<file path="config.mk">
export PLATFORM = sky130hd
export DESIGN_NAME = mult_seq
export DESIGN_NICKNAME = d
export VERILOG_FILES = /design/src/rtl/mult_seq.sv
export SDC_FILE = /design/constraint.sdc
export NUM_CORES = 1
export LEC_CHECK = 0
export CAP_MARGIN = 40
export CORE_MARGIN = 10
export CORE_UTILIZATION = 40
export DETAILED_ROUTE_END_ITERATION = 10
export PLACE_DENSITY = 0.59
export SETUP_SLACK_MARGIN = 0.2
export SYNTH_ARGS = -nofsm -noshare
export SYNTH_HDL_FRONTEND = slang
export SYNTH_SLANG_ARGS = --single-unit
export TNS_END_PERCENT = 1
</file>
<file path="constraint.sdc">
create_clock -name clk -period 6.75 [get_ports clk]
set_input_delay 1.35 -clock clk [delete_from_list [all_inputs] [get_ports clk]]
set_output_delay 1.35 -clock clk [all_outputs]
set_load 0.03 [all_outputs]
</file>
<file path="src/rtl/mult_seq.sv">
// Sequential shift-and-add multiplier for MULT/MULTU.
// One shared adder is stepped WITHD times per product.
module adder #(
  parameter int W = 32
) (
  input  logic [W-1:0] x,
  input  logic [W-1:0] y,
  output logic [W:0]   s
);
  assign s = {1'b0, x} + {1'b0, y};
endmodule

module mult_seq #(
  parameter int WITHD = 32
) (
  input  logic             clk,
  input  logic             rst,
  input  logic             start,
  input  logic             is_signed,
  input  logic [WITHD-1:0] a,
  input  logic [WITHD-1:0] b,
  output logic             busy,
  output logic             done,
  output logic [WITHD-1:0] hi,
  output logic [WITHD-1:0] lo
);
  localparam int CW = $clog2(WITHD);

  typedef enum logic [2:0] {
    IDLE, LOAD, RUN, FIX, DONE
  } state_t;

  state_t             state;
  logic               sgn;
  logic               neg;
  logic [WITHD-1:0]   mcand;
  logic [WITHD-1:0]   mplier;
  logic [WITHD-1:0]   acc;
  logic [CW-1:0]      cnt;
  logic [WITHD:0]     add_s;
  logic [WITHD:0]     sum;
  logic [WITHD-1:0]   mcand_abs;
  logic [WITHD-1:0]   mplier_abs;
  logic [2*WITHD-1:0] prod;
  logic [2*WITHD-1:0] prod_n;

  adder #(.W(WITHD)) u_adder (
    .x (acc),
    .y (mcand),
    .s (add_s)
  );

  assign sum = mplier[0] ? add_s : {1'b0, acc};

  // operands are raw here; magnitudes are formed in LOAD
  assign mcand_abs  = (sgn & mcand[WITHD-1])  ? -mcand  : mcand;
  assign mplier_abs = (sgn & mplier[WITHD-1]) ? -mplier : mplier;

  assign prod   = {acc, mplier};
  assign prod_n = -prod;

  always_ff @(posedge clk or posedge rst) begin
    if (rst) begin
      state  <= IDLE;
      sgn    <= 1'b0;
      neg    <= 1'b0;
      mcand  <= '0;
      mplier <= '0;
      acc    <= '0;
      cnt    <= '0;
      busy   <= 1'b0;
      done   <= 1'b0;
      hi     <= '0;
      lo     <= '0;
    end else begin
      done <= 1'b0;
      case (state)
        IDLE: begin
          if (start) begin
            sgn    <= is_signed;
            mcand  <= a;
            mplier <= b;
            busy   <= 1'b1;
            state  <= LOAD;
          end
        end
        LOAD: begin
          neg    <= sgn & (mcand[WITHD-1] ^ mplier[WITHD-1]);
          mcand  <= mcand_abs;
          mplier <= mplier_abs;
          acc    <= '0;
          cnt    <= '0;
          state  <= RUN;
        end
        RUN: begin
          acc    <= sum[WITHD:1];
          mplier <= {sum[0], mplier[WITHD-1:1]};
          cnt    <= cnt + 1'b1;
          if (cnt == CW'(WITHD - 1))
            state <= FIX;
        end
        FIX: begin
          {hi, lo} <= neg ? prod_n : prod;
          done     <= 1'b1;
          busy     <= 1'b0;
          state    <= DONE;
        end
        DONE: begin
          state <= IDLE;
        end
        default: begin
          state <= IDLE;
          busy  <= 1'b0;
        end
      endcase
    end
  end
endmodule
</file>
== Word-level counts from Yosys, hierarchy flattened ==
Cells that the tools add are included.

* Add/subtract/negate cells: 5
* Equal/unequal tests: 9
* Mux-type cells: 16
* Bitwise logic cells: 5
* Reductions and logical operators: 10

{| class="wikitable"
|+ Operators by type and width
! kind !! count
|-
| 2-to-1 mux 32 bit || 4
|-
| case mux 32 bit (2 select lines) || 2
|-
| case mux 32 bit (3 select lines) || 1
|-
| 2-to-1 mux 64 bit || 1
|-
| negator 32 bit || 2
|-
| negator 64 bit || 1
|-
| adder 32 x 32 -> 33 bit || 1
|-
| 2-to-1 mux 33 bit || 1
|-
| case mux 3 bit (4 select lines) || 1
|-
| case mux 5 bit (2 select lines) || 1
|-
| != test 2 bit, second input constant || 4
|-
| equality test 3 x 2 -> 1 bit, second input constant || 2
|-
| 2-to-1 mux 3 bit || 2
|-
| AND reduction 2 bit || 3
|-
| AND reduction 3 bit || 2
|-
| adder 5 x 1 -> 5 bit, second input constant || 1
|-
| equality test 5 bit, second input constant || 1
|-
| nonzero test 2 bit || 2
|-
| bitwise AND 1 bit || 3
|-
| equality test 3 x 1 -> 1 bit, second input constant || 1
|-
| equality test 3 bit, second input constant || 1
|-
| logical NOT 3 bit || 1
|-
| nonzero test 3 bit || 1
|-
| OR reduction 3 bit || 1
|-
| other kinds (4) || 5
|}

* Register bits after elaboration: 172
* Input port bits: 68
* Output and inout bits: 66
* Logic and storage cells: 56

== Longest topological paths before layout ==
Gate-level depths: netlist of run 1.

* Word-level depth: 4
* Depth in mapped cells: 12
* Depth with buffers taken out: 11

== Hierarchy ==
Synthesis of run 1 repeated with hierarchy kept, for this count alone.

* Cell total of the unflattened synthesis: 1,365
* Area total of the unflattened synthesis: 11,558.6 um^2

{| class="wikitable"
|+ By module, submodules not included
! module !! times used !! cells each !! area an instance (um^2) !! sequential area each (um^2)
|-
| mult_seq || 1 || 1,114 || 9,748.1 || 4,304.1
|-
| adder || 1 || 251 || 1,810.5 || 0.0
|}

== Worst setup path before layout of run 1 ==
OpenSTA, ideal clock, no wires.

* Path type: reg-to-reg
* From: register mplier[0]
* To: register mplier[30]
* Library setup time: 130 ps
* Arrival: 3,493 ps
* Data required time: 6,620 ps
* Setup slack: 3,127 ps
* Cell stages (with the launch flop): 12
* Path buffers: 1
* Clock period less this slack: 3,623 ps
* Cell sequence: dfrtp_1 > clkbuf_1 > clkinv_1 > ha_1 > or3b_4 > or4b_1 > or4_4 > or4_4 > or3_1 > nor3b_1 > a221oi_2 > o21ai_1

* Cells in the longest elaborated chain, start to end: 3

{| class="wikitable"
|+ RTL lines
! item !! line !! RTL
|-
| start: declaration || 37 || <nowiki>logic [WITHD-1:0] mplier;</nowiki>
|-
| start signal: assignment || 90 || <nowiki>mplier <= mplier_abs;</nowiki>
|-
| start signal: assignment || 97 || <nowiki>mplier <= {sum[0], mplier[WITHD-1:1]};</nowiki>
|-
| negator 32 bit || 57 || <nowiki>assign mplier_abs = (sgn & mplier[WITHD-1]) ? -mplier : mplier;</nowiki>
|-
| 2-to-1 mux 32 bit || 57 ||
|-
| case mux 32 bit (3 select lines) || 77 || <nowiki>case (state)</nowiki>
|}

No other way between the ends. The select of a mux whose other input is x is not followed.
A chain may end at the register's enable or synchronous reset.

== Worst setup path after layout of run 1 ==
Ends and elaborated chain as after synthesis.

==> impl_summary.log, run 1 <==
[metrics] post-cts sizing count: 0
[metrics] number of DRC violations after detailed-routing iteration 0: roughly 900
[metrics] Starting Density: approximately two fifths
[metrics] final clock period utilization by the worst path: between 50% and 60%
[metrics] hold buffer count at cts: 0
[metrics] share of post-route cells with drive strength above 1: a little under 5%
[metrics] area occupied by multi-input gates: around 6300 um^2
[metrics] worst max-slew margin expressed relative to the limit: between 50 and 60%
[metrics] class of the most critical hold timing path: reg -> reg
[metrics] syn_nets: between 1000 and 1500
[metrics] vias in the first global route: about 9800
[metrics] element type at the critical path end: register
[metrics] Clock Root Buffer: sky130_fd_sc_hd__clkbuf_16
[metrics] Worst IR Drop VDD: 212 uV
[metrics] detailed-router iteration count before antenna repair: 5
[metrics] pin slew with the least headroom to its limit: between 700 and 800 ps
[metrics] worst skew pair latency: 440 ps
[metrics] Layout Area Growth over Synthesis: 20.1%
[metrics] clock slew seen by the registers of the worst setup and hold paths: roughly 80 ps
[metrics] number of sinks handled by clock tree synthesis: about 170
[metrics] synthesized cell area: 11000 um^2
[metrics] number of fill cells: 2596
[metrics] Post-synth EDFFs: 0
[metrics] number of maximum-capacitance violations: 0
[metrics] Ys Warns: 0
[metrics] P_leak: 5.34 nW
[metrics] Max Freq: around 270 MHz
[metrics] largest net degree at the start of global routing: 79
[metrics] global-route wire length before repair: 53.2 mm
[metrics] Crit Path Max Fanout: 13
[metrics] Total GRT Usage: 19.1%
[metrics] placed cell area: approximately 13000 um^2
[metrics] Final Hold Viols: 0
[metrics] end-of-flow core utilization: around 50%
[metrics] number of buffers created by CTS: 17
[metrics] drt via density: ~5.7
[metrics] final estimated routing congestion in global placement: slightly below 0.9
[metrics] core area: around 27000 um^2
[metrics] synthesized instance count: between 1000 and 1500
[metrics] area used by sequential logic in the layout: 4310 um^2
[metrics] total power density per cell area: 525 nW/um^2
[metrics] CTS max path bufs: 2
[metrics] total via count after detailed routing: 10100
[metrics] CTS H-tree depth: 4
[metrics] busiest layer in global routing: met2
[metrics] part of the Yosys area used for sequential elements: between 30% and 40%
[metrics] post-CTS setup repair buffer count: 0
[metrics] met3 capacity usage during global routing: between 3 and 4%
[metrics] area enclosed by the die boundary: 34400 um^2
[metrics] final instance area: roughly 13000 um^2
[metrics] startpoint type of the worst setup path: register
[metrics] Final Routed Wirelength: approximately 33 mm
[metrics] height of the die: 186 um
[metrics] Post-Synthesis Mean Instance Area: between 8 and 9 um^2
[metrics] DRC violations left: 0
[metrics] grt met1 use: 26.0%
[metrics] routed wirelength normalized by instance count: 18.6 um
[metrics] Clock Skew: between 15 and 20 ps
[metrics] clock tree from TritonCTS: yes
[metrics] Top-Level Pins: ~130
[metrics] run status: complete, no violations
[metrics] post-synthesis cell type with the largest combined area: sky130_fd_sc_hd__dfrtp_1
[metrics] Std-Cell Rows: 60
[metrics] clock period minus worst slack: between 3000 and 4000 ps
[metrics] Synth top area share: about two fifths
[metrics] setup repair after global routing missed its margin: no
[metrics] number of flip-flops and latches in the synthesized netlist: 172
[metrics] post-synthesis async set-or-reset flop share: 100%
[metrics] count of distinct cell types in the synthesized netlist: between 60 and 70
[metrics] startpoint-to-endpoint class of the critical path: reg -> reg
[metrics] predominant post-synthesis flop cell: sky130_fd_sc_hd__dfrtp_1
[metrics] number of antenna violations at the first check in global routing: 1
[metrics] Sum Neg Setup Slack: 0 ps
[metrics] cell types with the largest area share after synthesis: sky130_fd_sc_hd__dfrtp_1, sky130_fd_sc_hd__o21ai_0, sky130_fd_sc_hd__nand2_1, sky130_fd_sc_hd__xor2_1, sky130_fd_sc_hd__ha_1
[metrics] Final Max Slew Viols: 0
[metrics] worst endpoint required time: a little over 7000 ps
[metrics] worst path arrival time: 4070 ps
[metrics] GRT met2 Usage: between 30% and 40%
[metrics] Antenna Violating Nets Remaining: 0
[metrics] final net count: 1506
[metrics] Die X: approximately 190 um
[metrics] IO buf count: 133
[metrics] sum of overflow across all layers after global routing: 0
[metrics] detailed-placement wirelength estimate: between 20 and 25 mm
[metrics] Setup Viol. Count Final: 0
routing by layer:
metal | routed length, um | up-vias
met1 | 15500 | 4846
met3 | 1810 | 31
met4 | 458 | 0
li1 | - | 4967
met2 | 14900 | 244
met5 | 0 | -
cells in the mapped netlist, types with 7 or more instances:
cell                       number
sky130_fd_sc_hd__nand2b_1       8
sky130_fd_sc_hd__nand3_1       19
sky130_fd_sc_hd__a22oi_1       25
sky130_fd_sc_hd__or4_1         13
sky130_fd_sc_hd__o31ai_1       16
sky130_fd_sc_hd__or3_1         26
sky130_fd_sc_hd__o41ai_1        7
sky130_fd_sc_hd__nand4_1       11
sky130_fd_sc_hd__o22ai_1       16
sky130_fd_sc_hd__o21ai_0      208
sky130_fd_sc_hd__mux2i_1       11
sky130_fd_sc_hd__or2_2          7
sky130_fd_sc_hd__and3_1         7
sky130_fd_sc_hd__nor3b_1       21
sky130_fd_sc_hd__ha_1          36
sky130_fd_sc_hd__a21o_1        15
sky130_fd_sc_hd__nor4_1        14
sky130_fd_sc_hd__nor3_1        31
sky130_fd_sc_hd__clkbuf_1      84
sky130_fd_sc_hd__dfrtp_1      172
sky130_fd_sc_hd__a211oi_1       7
sky130_fd_sc_hd__a21oi_1       87
sky130_fd_sc_hd__nand2_1      198
sky130_fd_sc_hd__xnor2_1       21
sky130_fd_sc_hd__o21bai_1       9
sky130_fd_sc_hd__nor2_1        68
sky130_fd_sc_hd__inv_1         19
sky130_fd_sc_hd__a31oi_1        9
sky130_fd_sc_hd__xor2_1        72
sky130_fd_sc_hd__a221oi_1      25
cells by family after synthesis:
kind of cell / Yosys count / synth area share (%)
buffers and inverters: 111 / 3.89
adders and majority gates: 37 / 4.29
AOI/OAI and AO/OA: 457 / 25.0
muxes: 12 / 1.11
DFF: 172 / 39.2
xor gates and xnor gates: 93 / 7.43
and+or+nand+nor: 439 / 19.1
critical path, stage by stage (launching register included):
cell	delay [ps]
sky130_fd_sc_hd__dfrtp_1	380
sky130_fd_sc_hd__clkinv_1	180
sky130_fd_sc_hd__ha_1	240
sky130_fd_sc_hd__or3b_4	420
sky130_fd_sc_hd__or4b_1	610
sky130_fd_sc_hd__or4_4	560
sky130_fd_sc_hd__or4_4	480
sky130_fd_sc_hd__or3_1	350
sky130_fd_sc_hd__nor3b_1	160
sky130_fd_sc_hd__a221oi_2	190
sky130_fd_sc_hd__o21ai_1	80
through the flow:
stage	power [mW]	std cells	worst slack, ps	hold slack, ps
2_1_floorplan	4.70	1321	740	449
3_3_place_gp	5.85	1719	3080	460
3_5_place_dp	5.93	1723	2990	469
4_1_cts	6.95	1755	2990	487
5_1_grt	7.51	1755	2760	505
6_report	6.91	1756	2990	478
sequential cells by signal (all words and copies together) (netlist names):
register	flops
neg	1
acc	32
state	3
sgn	1
cnt	5
mplier	32
busy	1
done	1
lo	32
hi	32
mcand	32
area by class of cell:
cell class,instances,share of cell area [%]
sequential,172,32.7
clock inverter,14,1.15
inverter,20,0.608
multi-input combinational,1038,47.6
tap,341,3.24
clock buffer,18,3.26
antenna,1,0.0190
timing repair buffer,152,11.4
path summary, 6_finish.rpt:
check	start	endpoint	slack, ps	depth (start not counted)
setup / recovery	mplier[0]	mplier[30]	2990	10
hold / removal	lo[22]	lo[22]	480	2
setup reg to reg	mplier[0]	mplier[30]	2990	10
hold reg to reg	lo[22]	lo[22]	480	2
max in group asynchronous	rst	mplier[3]	4590	3
min in group asynchronous	rst	mplier[26]	1260	2
layout by cell type (no fill, tap or decap), drive strengths merged, types with 15 or more instances in the layout:
master         count
nor3              31
nand2            198
or4               15
clkdlybuf4s50    133
nor3b             21
xnor2             21
or3               26
nand3             19
a22oi             25
ha                36
buf               18
nor2              68
a221oi            26
dfrtp            172
o31ai             16
o22ai             16
o21ai            210
a21oi             87
clkbuf            18
inv               27
nor4              15
xor2              72
a21o              15
report_power, final:
| part | total (mW) | internal [mW] | switching, mW |
|---|---|---|---|
| combinational | 3.81 | 1.52 | 2.29 |
| sequential | 2.10 | 1.48 | 0.614 |
| clock | 1.01 | 0.526 | 0.480 |
No activity file was read; power rests on OpenSTA's default activity.
==> run 2, diff against run 1 <==
Clock period 6.75 ns to 3.55 ns, I/O delays scaled along.
==> run 2 against run 1 <==
Against the previous run:
- die area unchanged
- clock skew down 1.6 ps
- flip-flop and latch count stayed put
- total power increased by 93%
- critical path depth is the same
- clock power increased by 91%
- register-to-register slack got worse by 2800 ps
- worst hold slack worse by 0.99 ps
- critical endpoint unchanged
==> impl_summary.log, run 2 (synthesis gave the netlist of run 1 again) <==
[metrics] DRC violations left: 0 (unchanged)
[metrics] worst endpoint required time: 3870 ps (-3200 ps)
[metrics] cell-internal power: 6.88 mW (+95%)
[metrics] P_leak: 5.48 nW (+2.8%)
[metrics] worst reg2reg path startpoint: mplier[1]
[metrics] Crit path buffers/inverters: 1 (unchanged)
[metrics] Final Max Slew Viols: 0 (unchanged)
[metrics] CTS H-tree depth: 4 (unchanged)
[metrics] Clock Root Buffer: sky130_fd_sc_hd__clkbuf_16
[metrics] detailed-placement wirelength estimate: 23.3 mm (-0.44%)
[metrics] share of power burned in registers: 29.5% (-0.9 points)
[metrics] count of cell instances traversed by the critical path: 10 (unchanged)
[metrics] number of fill cells: 2536 (-2.3%)
[metrics] final instance count without filler cells: 1781 (+1.4%)
[metrics] Total GRT Usage: 18.8% (-0.32 points)
[metrics] clock network fraction of design power: 14.5% (about the same)
[metrics] core area: 27000 um^2 (unchanged)
[metrics] height of the die: 186 um (unchanged)
[metrics] vias in the first global route: 9567 (-2.5%)
[metrics] share of post-route cells with drive strength above 1: 7.29% (+2.3 points)
[metrics] startpoint-to-endpoint class of the critical path: reg -> reg
[metrics] number of sinks handled by clock tree synthesis: 172 (unchanged)
[metrics] global-route wire length before repair: 52.1 mm (-2.0%)
[metrics] total via count after detailed routing: 10100 (+0.39%)
[metrics] Final Hold Viols: 0 (unchanged)
[metrics] power spent charging and discharging nets: 6.48 mW (+91%)
[metrics] Setup Viol. Count Final: 0 (unchanged)
[metrics] combinational power share: 56.1% (+1.0 points)
[metrics] pin slew with the least headroom to its limit: 724 ps (-5.55 ps)
[metrics] final worst hold slack: 477 ps (-0.992 ps)
[metrics] largest net degree at the start of global routing: 123 (+56%)
[metrics] run status: complete, no violations
[metrics] worst setup path end: mplier[30]
[metrics] top library cells by usage in the layout, fill and taps aside: sky130_fd_sc_hd__o21ai_0, sky130_fd_sc_hd__nand2_1, sky130_fd_sc_hd__dfrtp_1
[metrics] worst skew pair latency: 440 ps (about the same)
[metrics] worst path arrival time: 3660 ps (-410 ps)
[metrics] class of the most critical hold timing path: reg -> reg
[metrics] placed cell area: 12800 um^2 (+1.4%)
[metrics] library cell appearing most often on the critical path: sky130_fd_sc_hd__or4_4
[metrics] Critical Path, Cell by Cell: inv_2, ha_4, or3b_4, or4b_4, or4_4, or4_4, or3_4, nor3b_1, a221oi_2, o21ai_1
[metrics] clock tree from TritonCTS: yes
[metrics] Std-Cell Rows: 60 (unchanged)
[metrics] Max Freq: 300 MHz (+13%)
[metrics] Top-Level Pins: 134 (unchanged)
[metrics] element type at the critical path end: register
[metrics] final clock period utilization by the worst path: 94.0% (+38 points)
[metrics] number of antenna violations at the first check in global routing: 0 (-1)
[metrics] Clock Skew: 15.9 ps (-1.56 ps)
[metrics] final estimated routing congestion in global placement: 0.881 (+0.40%)
[metrics] CP top delay family: simple AND/OR/NAND/NOR gates
[metrics] worst slack at placement: 129 ps (-2870 ps)
[metrics] clock period minus worst slack: 3340 ps (-421 ps)
[metrics] Starting Density: 40.7% (unchanged)
[metrics] Final Routed Wirelength: 32.5 mm (-0.36%)
[metrics] highest cell delay on the worst timing path: 520 ps (-90 ps)
[metrics] sum of overflow across all layers after global routing: 0 (unchanged)
[metrics] total power density per cell area: 995 nW/um^2 (+90%)
[metrics] most common cell after layout, fill and taps aside: sky130_fd_sc_hd__o21ai_0
[metrics] switch share: 48.5% (-0.45 points)
[metrics] Cells after DPL: 1745 (+1.3%)
[metrics] CTS max path bufs: 2 (unchanged)
[metrics] hold buffer count at cts: 0 (unchanged)
[metrics] worst max-slew margin expressed relative to the limit: 51.7% (+0.49 points)
[metrics] Crit Path Max Fanout: 3 (-10)
[metrics] IO buf count: 133 (unchanged)
[metrics] final instance area: 13400 um^2 (+2.0%)
[metrics] number of maximum-capacitance violations: 0 (unchanged)
[metrics] startpoint type of the worst setup path: register
[metrics] Layout Area Growth over Synthesis: 22.5%
[metrics] Worst IR Drop VDD: 399 uV (+88%)
[metrics] Crit. Startpoint: mplier[1]
[metrics] routed wirelength normalized by instance count: 18.3 um (-1.8%)
[metrics] setup repair after global routing missed its margin: yes
[metrics] Antenna Violating Nets Remaining: 0 (unchanged)
[metrics] drt via density: 5.69 (-1.0%)
[metrics] depth of the worst register-to-register path: 10 (unchanged)
[metrics] area enclosed by the die boundary: 34400 um^2 (unchanged)
[metrics] clock slew seen by the registers of the worst setup and hold paths: 80 ps (about the same)
[metrics] final net count: 1532 (+1.7%)
[metrics] Die X: 186 um (unchanged)
[metrics] number of DRC violations after detailed-routing iteration 0: 982 (+9.6%)
[metrics] critical register-to-register path endpoint: mplier[30]
[metrics] detailed-router iteration count before antenna repair: 5 (unchanged)
[metrics] final setup slack of the worst path: 214 ps (-2780 ps)
[metrics] count of inserted antenna diode cells: 0 (-1)
[metrics] slowest library cell on the worst path: sky130_fd_sc_hd__or4_4
[metrics] Register-to-Register Setup Slack: 210 ps (-2780 ps)
[metrics] number of buffers created by CTS: 17 (unchanged)
==> run 2: layer usage <==
metal / vias to the layer above / routed length [um] / track usage (%)
met5: - / 0 / 0
met4: 0 / 329 / 4.22
met3: 25 / 1710 / 3.31
met2: 251 / 15000 / 30.5
met1: 4842 / 15500 / 25.6
li1: 5009 / - / -
==> run 2: how the worst min path moves through the flow <==
stage                     startpoint  endpoint  slack, ps  depth (start not counted)
final                         lo[21]    lo[21]        480                          2
after detailed placement      lo[10]    lo[10]        470                          2
after global routing          lo[24]    lo[24]        510                          2
after CTS                     lo[21]    lo[21]        490                          2
after floorplan               cnt[3]    cnt[3]        450                          1
after global placement        lo[22]    lo[22]        460                          2
==> run 2: timing repair <==
| item | 4_1_cts | 5_1_grt |
|---|---|---|
| pin swaps | 0 | 2 |
| resized for setup | 3 | 6 |
| buffers inserted | 1 | 3 |
| setup endpoints to repair | 3 | 17 |
| endpoints found under the hold margin | 0 | 0 |
==> run 2: final cells by class <==
type	count	area (um^2)	share of cell area [%]
multi-input combinational	1038	6310	47.0
sequential	172	4310	32.0
timing repair buffer	178	1710	12.8
tap	341	427	3.18
clock buffer	17	425	3.17
clock inverter	15	170	1.27
inverter	20	78.8	0.587
==> run 2: power by group through the flow <==
| stage | logic (mW) | registers [mW] | clock network, mW |
|---|---|---|---|
| 4_1_cts | 7.50 | 3.92 | 1.97 |
| 5_1_grt | 8.35 | 4.09 | 2.05 |
| 2_1_floorplan | 4.76 | 4.17 | 0 |
| 6_report | 7.49 | 3.94 | 1.93 |
| 3_3_place_gp | 7.37 | 3.94 | 0 |
| 3_5_place_dp | 7.45 | 3.96 | 0 |
==> run 2: worst reg2reg max path: cells and delay by family (launching register included) <==
kind / cells / cell delay [ps]
flops: 1 / 390
compound gates: 2 / 250
simple gates: 6 / 2380
fa+ha+maj: 1 / 140
buf+inv: 1 / 80
==> run 2: through the flow <==
step	util, %	TNS [ps]	total power, mW
2_1_floorplan	-	-72.9	8.93
3_3_place_gp	47.3	0	11.3
3_5_place_dp	47.4	0	11.4
4_1_cts	49.7	0	13.4
5_1_grt	49.8	0	14.5
6_report	49.8	0	13.4
==> run 3, diff against run 2 <==
Settings changed: ABC_AREA from default to 1, PLACE_DENSITY 0.59 to 0.58.
==> run 3 against run 2 <==
Against the previous run:
- final area rose by 15%
- flip-flop and latch count unchanged
- worst hold slack is essentially flat
- combinational power grew 28%
- register-to-register slack improved by 830 ps
- die area rose by 18%
- first-iteration DRC count up 4.9%
- clock skew decreased by 4.0 ps
- critical endpoint is now mcand[26]
==> impl_summary.log, run 3 <==
[metrics] run status: complete, no violations
[metrics] worst max-slew margin expressed relative to the limit: 48.0% (-3.7 points)
[metrics] number of flip-flops and latches in the synthesized netlist: 172 (unchanged)
[metrics] clock slew seen by the registers of the worst setup and hold paths: 70 ps (about the same)
[metrics] hold buffer count at cts: 0 (unchanged)
[metrics] CTS max path bufs: 2 (unchanged)
[metrics] final clock period utilization by the worst path: 70.7% (-23 points)
[metrics] Final Hold Viols: 0 (unchanged)
[metrics] worst skew pair latency: 460 ps (+20 ps)
[metrics] cell types with the largest area share after synthesis: sky130_fd_sc_hd__dfrtp_1, sky130_fd_sc_hd__nand2_1, sky130_fd_sc_hd__inv_1, sky130_fd_sc_hd__nand3_1, sky130_fd_sc_hd__nor2_1
[metrics] highest cell delay on the worst timing path: 400 ps (-120 ps)
[metrics] class of the most critical hold timing path: reg -> reg
[metrics] Post-Synthesis Mean Instance Area: 6.39 um^2 (-23%)
[metrics] clock tree from TritonCTS: yes
[metrics] number of buffers created by CTS: 17 (unchanged)
[metrics] count of distinct cell types in the synthesized netlist: 54 (-13%)
[metrics] total power density per cell area: 1000 nW/um^2 (+0.50%)
[metrics] final setup slack of the worst path: 1040 ps (+828 ps)
[metrics] pin slew with the least headroom to its limit: 781 ps (+56.2 ps)
[metrics] startpoint type of the worst setup path: register
[metrics] element type at the critical path end: register
[metrics] top-count cell post-synth: sky130_fd_sc_hd__nand2_1
[metrics] core area: 32500 um^2 (+20%)
[metrics] final estimated routing congestion in global placement: 0.948 (+7.6%)
[metrics] Critical Path, Cell by Cell: inv_2, nand3_2, o22ai_1, nand2_2, inv_2, buf_4, o21ai_0, o22ai_1
[metrics] Worst IR Drop VDD: 569 uV (+43%)
[metrics] post-cts sizing count: 0 (-3)
[metrics] number of sinks handled by clock tree synthesis: 172 (unchanged)
[metrics] P_leak: 7.53 nW (+37%)
[metrics] Top-Level Pins: 134 (unchanged)
[metrics] Starting Density: 40.5% (-0.18 points)
[metrics] area enclosed by the die boundary: 40500 um^2 (+18%)
[metrics] post-layout power: 15.5 mW (+16%)
[metrics] synthesized instance count: 2059 (+56%)
[metrics] CTS H-tree depth: 4 (unchanged)
[metrics] share of post-route cells with drive strength above 1: 4.60% (-2.7 points)
[metrics] Crit Path Max Fanout: 31 (+28)
[metrics] Clock Root Buffer: sky130_fd_sc_hd__clkbuf_16
[metrics] sum of overflow across all layers after global routing: 0 (unchanged)
[metrics] Ys Warns: 0 (unchanged)
[metrics] synthesized cell area: 13100 um^2 (+20%)
[metrics] worst path arrival time: 2890 ps (-770 ps)
[metrics] vias in the first global route: 13200 (+38%)
[metrics] predominant post-synthesis flop cell: sky130_fd_sc_hd__dfrtp_1
[metrics] part of the Yosys area used for sequential elements: 32.7% (-6.5 points)
[metrics] Setup Viol. Count Final: 0 (unchanged)
[metrics] most common cell after layout, fill and taps aside: sky130_fd_sc_hd__nand2_1
[metrics] Clock Skew: 11.8 ps (-4.05 ps)
[metrics] post-CTS setup repair buffer count: 0 (-1)
[metrics] largest net degree at the start of global routing: 77 (-37%)
[metrics] IO buf count: 133 (unchanged)
[metrics] final worst hold slack: 477 ps (-0.0220 ps)
[metrics] slowest library cell on the worst path: sky130_fd_sc_hd__dfrtp_1
[metrics] post-synthesis async set-or-reset flop share: 100% (unchanged)
[metrics] DRC violations left: 0 (unchanged)
[metrics] Final Max Slew Viols: 0 (unchanged)
[metrics] detailed-placement wirelength estimate: 37.9 mm (+63%)
[metrics] total via count after detailed routing: 13900 (+37%)
[metrics] post-synthesis cell type with the largest combined area: sky130_fd_sc_hd__dfrtp_1
[metrics] Synth top area share: 32.7% (-6.5 points)
[metrics] setup repair after global routing missed its margin: no
[metrics] global-route wire length before repair: 76.8 mm (+47%)
[metrics] Total GRT Usage: 23.8% (+5.0 points)
[metrics] worst slack at placement: 853 ps (+724 ps)
[metrics] Antenna Violating Nets Remaining: 0 (unchanged)
[metrics] final net count: 2267 (+48%)
[metrics] Max Freq: 399 MHz (+33%)
[metrics] startpoint-to-endpoint class of the critical path: reg -> reg
[metrics] syn_nets: 2164 (+52%)
[metrics] Sum Neg Setup Slack: 0 ps (unchanged)
[metrics] Std-Cell Rows: 66 (+10%)
[metrics] routed wirelength normalized by instance count: 18.7 um (+2.2%)
[metrics] Post-synth EDFFs: 0 (unchanged)
[metrics] count of inserted antenna diode cells: 0 (unchanged)
[metrics] number of DRC violations after detailed-routing iteration 0: 1030 (+4.9%)
[metrics] worst endpoint required time: 3930 ps (+60 ps)
[metrics] Die X: 201 um (+8.5%)
[metrics] clock period minus worst slack: 2510 ps (-828 ps)
[metrics] top library cells by usage in the layout, fill and taps aside: sky130_fd_sc_hd__nand2_1, sky130_fd_sc_hd__inv_1, sky130_fd_sc_hd__nor2_1
[metrics] number of antenna violations at the first check in global routing: 0 (unchanged)
[metrics] Layout Area Growth over Synthesis: 17.9%
[metrics] number of maximum-capacitance violations: 0 (unchanged)
[metrics] height of the die: 201 um (+8.5%)
[metrics] most used standard cells in the synthesized netlist: sky130_fd_sc_hd__nand2_1, sky130_fd_sc_hd__inv_1, sky130_fd_sc_hd__nor2_1
[metrics] drt via density: 5.31 (-6.7%)
[metrics] Final Routed Wirelength: 48.9 mm (+50%)
[metrics] detailed-router iteration count before antenna repair: 6 (+1)
==> run 3: cell types whose count changed in the layout (fill, tap and decap cells not counted), sizes merged, moves of 24 or more <==
cell | previous run | this run
buf | 45 | 21
inv | 28 | 274
nand2 | 198 | 668
nand3 | 19 | 180
nor2 | 68 | 246
o21ai | 210 | 102
or3 | 26 | 0
xor2 | 72 | 28
==> run 3: worst paths after layout <==
kind	startpoint	to	slack, ps	cells past startpoint
hold / removal	lo[13]	lo[13]	480	2
max in group asynchronous	rst	mcand[18]	1910	4
setup reg to reg	state[1]	mcand[26]	1040	8
hold reg to reg	lo[13]	lo[13]	480	2
min in group asynchronous	rst	lo[0]	540	2
setup / recovery	state[1]	mcand[26]	1040	8
==> run 3: layout make-up <==
class | count | area (um^2)
flip-flops and latches | 172 | 4310
repair buffers | 154 | 1530
inverters | 272 | 1020
clock inverters | 15 | 163
clock buffers | 17 | 425
well taps | 442 | 553
multi-input cells | 1545 | 7510
fillers | 3421 | 16900
==> run 3: power breakdown <==
group / internal [mW] / switching, mW
Clock: 1.05 / 0.909
Combinational: 3.19 / 6.36
Sequential: 2.87 / 1.12
==> run 3: metal layers <==
layer | up-vias | GRT usage [%] | part of all wire [%]
li1 | 6856 | - | -
met1 | 6498 | 32.6 | 46
met2 | 473 | 37.3 | 45
met3 | 60 | 5.01 | 6.6
met4 | 0 | 6.42 | 2.3
met5 | - | 0 | 0
==> run 3: kinds of logic after synthesis <==
group           Yosys count  share of synthesized area (%)
simple gates           1150                           36.8
buf+inv                 342                           10.2
compound gates          325                           14.5
flops                   172                           32.7
fa+ha+maj                37                           3.58
xor+xnor                 32                           2.13
mux                       1                         0.0856
==> run 3: stage by stage <==
step / utilization (%) / instance area [um^2] / instances
floorplan: - / 13200 / 2059
global placement: 46.0 / 14900 / 2585
detailed placement: 46.0 / 14900 / 2585
CTS: 47.8 / 15500 / 2617
global route: 47.8 / 15500 / 2617
finish: 47.8 / 15500 / 2617
==> run 3: worst max-delay path, delay by kind of cell, from the launching register on <==
family,cells,cell delay [ps]
AO/OA/AOI/OAI,3,590
flip-flops,1,400
AND/OR/NAND/NOR,2,560
buffers and inverters,3,860
